### src/rtl/ff_bank_arbiter.sv
// rtl/ff_bank_arbiter.sv - round-robin write arbiter for one shared WIDTH-bit register
// Grants one requester at a time, loads its word, acks, and holds until that requester releases.
module ff_bank_arbiter #(
  parameter int NUM_REQ = 4,
  parameter int WIDTH   = 8,
  localparam int ID_W   = $clog2(NUM_REQ)
) (
  input  logic                     clk,
  input  logic                     reset,
  input  logic [NUM_REQ-1:0]       req,
  input  logic [NUM_REQ*WIDTH-1:0] wr_data,
  output logic [NUM_REQ-1:0]       grant,
  output logic [NUM_REQ-1:0]       ack,
  output logic [WIDTH-1:0]         q,
  output logic [ID_W-1:0]          last_id,
  output logic                     busy
);

  typedef enum logic [1:0] {
    IDLE = 2'd0,
    LOAD = 2'd1,
    DONE = 2'd2,
    WAIT = 2'd3
  } state_t;

  state_t            state;
  state_t            state_n;
  logic [ID_W-1:0]   win;
  logic [ID_W-1:0]   ptr;
  logic [ID_W-1:0]   pick;
  logic [ID_W-1:0]   cand;
  logic              found;
  logic [WIDTH-1:0]  win_word;
  logic              win_req;
  logic [NUM_REQ-1:0] win_oh;

  // Scan starts one past the last writer so it gets lowest priority; wraps for any NUM_REQ.
  always_comb begin
    pick  = '0;
    cand  = ptr;
    found = 1'b0;
    for (int k = 0; k < NUM_REQ; k++) begin
      cand = (cand == ID_W'(NUM_REQ - 1)) ? '0 : cand + 1'b1;
      if (!found && req[cand]) begin
        pick  = cand;
        found = 1'b1;
      end
    end
  end

  always_comb begin
    win_word = '0;
    win_req  = 1'b0;
    win_oh   = '0;
    for (int i = 0; i < NUM_REQ; i++) begin
      if (win == ID_W'(i)) begin
        win_word  = wr_data[i*WIDTH +: WIDTH];
        win_req   = req[i];
        win_oh[i] = 1'b1;
      end
    end
  end

  always_comb begin
    state_n = state;
    grant   = '0;
    ack     = '0;
    busy    = (state != IDLE);
    case (state)
      IDLE: begin
        if (|req) state_n = LOAD;
      end
      LOAD: begin
        grant   = win_oh;
        state_n = DONE;
      end
      DONE: begin
        ack     = win_oh;
        state_n = win_req ? WAIT : IDLE;
      end
      WAIT: begin
        if (!win_req) state_n = IDLE;
      end
      default: state_n = IDLE;
    endcase
  end

  // The LOAD edge commits unconditionally, even if the winner already dropped req.
  always_ff @(posedge clk) begin
    if (reset) begin
      state   <= IDLE;
      win     <= '0;
      ptr     <= ID_W'(NUM_REQ - 1);
      q       <= '0;
      last_id <= '0;
    end else begin
      state <= state_n;
      if (state == IDLE && |req) win <= pick;
      if (state == LOAD) begin
        q       <= win_word;
        last_id <= win;
        ptr     <= win;
      end
    end
  end

endmodule

### config.mk
export PLATFORM = sky130hd
export DESIGN_NAME = ff_bank_arbiter
export DESIGN_NICKNAME = d
export VERILOG_FILES = /design/src/rtl/ff_bank_arbiter.sv
export SDC_FILE = /design/constraint.sdc
export NUM_CORES = 1
export LEC_CHECK = 0
export CAP_MARGIN = 5
export CORE_MARGIN = 5
export CORE_UTILIZATION = 40
export DETAILED_ROUTE_END_ITERATION = 10
export GPL_TIMING_DRIVEN = 1
export PLACE_DENSITY = 0.85
export REMOVE_ABC_BUFFERS = 1
export SLEW_MARGIN = 10
export SYNTH_ARGS = -nofsm -noshare
export SYNTH_HDL_FRONTEND = slang
export SYNTH_SLANG_ARGS = --single-unit
### constraint.sdc
create_clock -name clk -period 2.39 [get_ports clk]
set_input_delay 0.478 -clock clk [delete_from_list [all_inputs] [get_ports clk]]
set_output_delay 0.478 -clock clk [all_outputs]
set_load 0.02 [all_outputs]
==> results.json, run 1 <==
{
  "slew_headroom_pct": 73.9,
  "antenna_found_initial": 0,
  "fmax_mhz": 435,
  "tightest_slew_ps": 389,
  "yosysTopAreaCell": "dfxtp_1",
  "period_share_pct": 96.3,
  "antennaDiodeCount": 0,
  "worst-setup-path-type": "register to output pin",
  "ys.flop_type": "dfxtp_1",
  "port_buffers": 56,
  "ir_drop_uv": 442,
  "seqPwrFrac_pct": 35.8,
  "drive_gt1_share_pct": 15.5,
  "min_path_type": "register to register",
  "synthMostInstantiatedCell": "nand2_1",
  "avgSynthCellArea_um2": 9.34,
  "place_hpwl_um": 2530,
  "grt_setup_unrepaired": "no",
  "clkSinkCount": 16,
  "vias": 1035,
  "num_rows": 17,
  "cts_setup_buffers": 0,
  "htreeDepth": 1,
  "wl_per_cell_um": 16.5,
  "switching_power_mw": 0.340,
  "async_flop_share_pct": 0,
  "cts_buffers": 3,
  "final_max_slew_viol_count": 0,
  "drt_iter0_markers": 13,
  "required_ps": 1910,
  "power_density_nw_per_um2": 622,
  "design_area_um2": 1610,
  "grt_pass1_vias": 1089,
  "viasPerCell": 5.48,
  "critPathMaxFanout": 7,
  "die-area_um2": 3490,
  "grt.total_usage_pct": 18.8,
  "arrival_ps": 1820,
  "die_w_um": 59.0,
  "cts-root-buf": "clkbuf_4",
  "drtPass1Iterations": 4,
  "setup_violations": 0,
  "p_sw_share_pct": 34.1,
  "grt_overflow": 0,
  "synth.area.top_cells": "dfxtp_1 33%, mux4_2 21%, nand2_1 9.8%",
  "clock_latency_ps": 280,
  "hold_violations": 0,
  "fin_crit_ps": 2300,
  "wl_um": 3130,
  "grt_start_max_net_pins": 17,
  "yosys-top-cells-count": "25 x nand2_1, 16 x dfxtp_1, 14 x a21oi_1",
  "finClkSkew_ps": 8.42,
  "fin_nets": 201,
  "ys_warn_count": 0,
  "antenna_left": 0,
  "drc": 0,
  "clkTransAtPathRegs_ps": 100,
  "start_util_pct": 42.7,
  "ys_types": 29,
  "placed_area_um2": 1560,
  "status": "completed",
  "synth_edf_count": 0,
  "die_height_um": 59.0,
  "p_leak_nw": 0.607,
  "ys_seq_area_share_pct": 33.3,
  "grt_pass1_wl_um": 4980,
  "clock_path_buffers": 2,
  "worstSetupEndpointType": "output pin",
  "pwr-share-clk_pct": 17.8,
  "internal-power_mw": 0.659,
  "nFillCells": 192,
  "setup_slack_ps": 89.1,
  "coreArea_um2": 2250,
  "crit_path_start_kind": "register",
  "synthCells": 103,
  "dp_slack_ps": 397,
  "io_pins": 57,
  "tns_ps": 0,
  "cts_tree": "built",
  "syn_area_um2": 962,
  "syn2layout_area_growth_pct": 67.0,
  "yosys.area.top_type_share_pct": 33.3,
  "synth_seq_cells": 16,
  "gp_congestion": 0.764,
  "maxCapViolations": 0,
  "combinationalPowerShare_pct": 46.4
}
[worst paths after layout]
path,end,slack [ps],from,depth (start not counted)
min,last_id[0]$_SDFFE_PP0N_,460,last_id[0]$_SDFFE_PP0N_,2
max reg2reg,win[1]$_SDFFE_PP0P_,780,ptr[0]$_SDFFE_PP1N_,4
min reg2reg,last_id[0]$_SDFFE_PP0N_,460,last_id[0]$_SDFFE_PP0N_,2
max,ack[2],90,state[1]$_SDFFE_PP0P_,3
[power groups by stage]
stage          Clock (mW)  Sequential (mW)  Combinational (mW)
3_5_place_dp            0            0.361               0.466
2_1_floorplan           0            0.388               0.218
5_1_grt             0.191            0.366               0.500
4_1_cts             0.179            0.356               0.468
6_report            0.178            0.357               0.463
3_3_place_gp            0            0.358               0.453
[cell type report]
cell class                 count  area, um^2  share of cell area [%]
timing repair buffer          62         611                    38.0
inverter                       2        7.51                   0.467
multi-input combinational     77         596                    37.1
sequential                    16         322                    20.0
clock buffer                   4        36.3                    2.26
tap                           28        35.0                    2.18
[kinds of logic after synthesis]
| family | Yosys count | share of synthesized area (%) |
|---|---|---|
| flops | 16 | 33.3 |
| fa+ha+maj | 1 | 1.30 |
| simple gates | 44 | 23.3 |
| buf+inv | 10 | 4.94 |
| mux | 10 | 22.1 |
| compound gates | 22 | 15.1 |
[registers in the layout, indices dropped and copies added, names as in the netlist]
register  count
win           2
q             8
ptr           2
state         2
last_id       2
[what timing repair did]
item	in CTS	in global routing
hold buffers	0	0
gates resized for setup	0	4
setup endpoints to repair	0	4
[cells in the final DEF (no fill, tap or decap), types with 3 or more instances in the layout]
cell	Yosys	layout
a21oi_1	14	14
buf_4	2	6
clkbuf_4	0	3
clkdlybuf4s50_1	0	54
dfxtp_1	16	15
mux4_2	9	9
nand2_1	25	25
nor2_1	4	4
[layer usage]
metal | GRT usage, % | vias up | wire [um]
met2 | 32.3 | 52 | 1470
met3 | 5.66 | 10 | 281
met1 | 21.6 | 485 | 1290
met5 | 0 | - | 0
met4 | 7.77 | 0 | 82
li1 | - | 488 | -
[critical path, stage by stage, from the launching register on]
cell	delay [ps]
dfxtp_1	430
or2b_1	290
nor3b_1	180
clkdlybuf4s50_1	630
[per-stage QoR]
step / utilization (%) / hold slack [ps] / instances / power, mW
finish: 71.3 / 459 / 189 / 0.999
global route: 71.3 / 488 / 189 / 1.06
CTS: 70.9 / 461 / 189 / 1.00
global placement: 69.3 / 445 / 185 / 0.811
detailed placement: 69.3 / 449 / 185 / 0.827
floorplan: - / 435 / 95 / 0.606
Note: power is estimated with default switching activity, not from simulation.
==> run 2, diff against run 1 <==
Settings changed: CTS_CLUSTER_DIAMETER set to 30.
==> results of run 2 <==
Same layout as run 1: the final DEF is identical, and so are final timing and power.
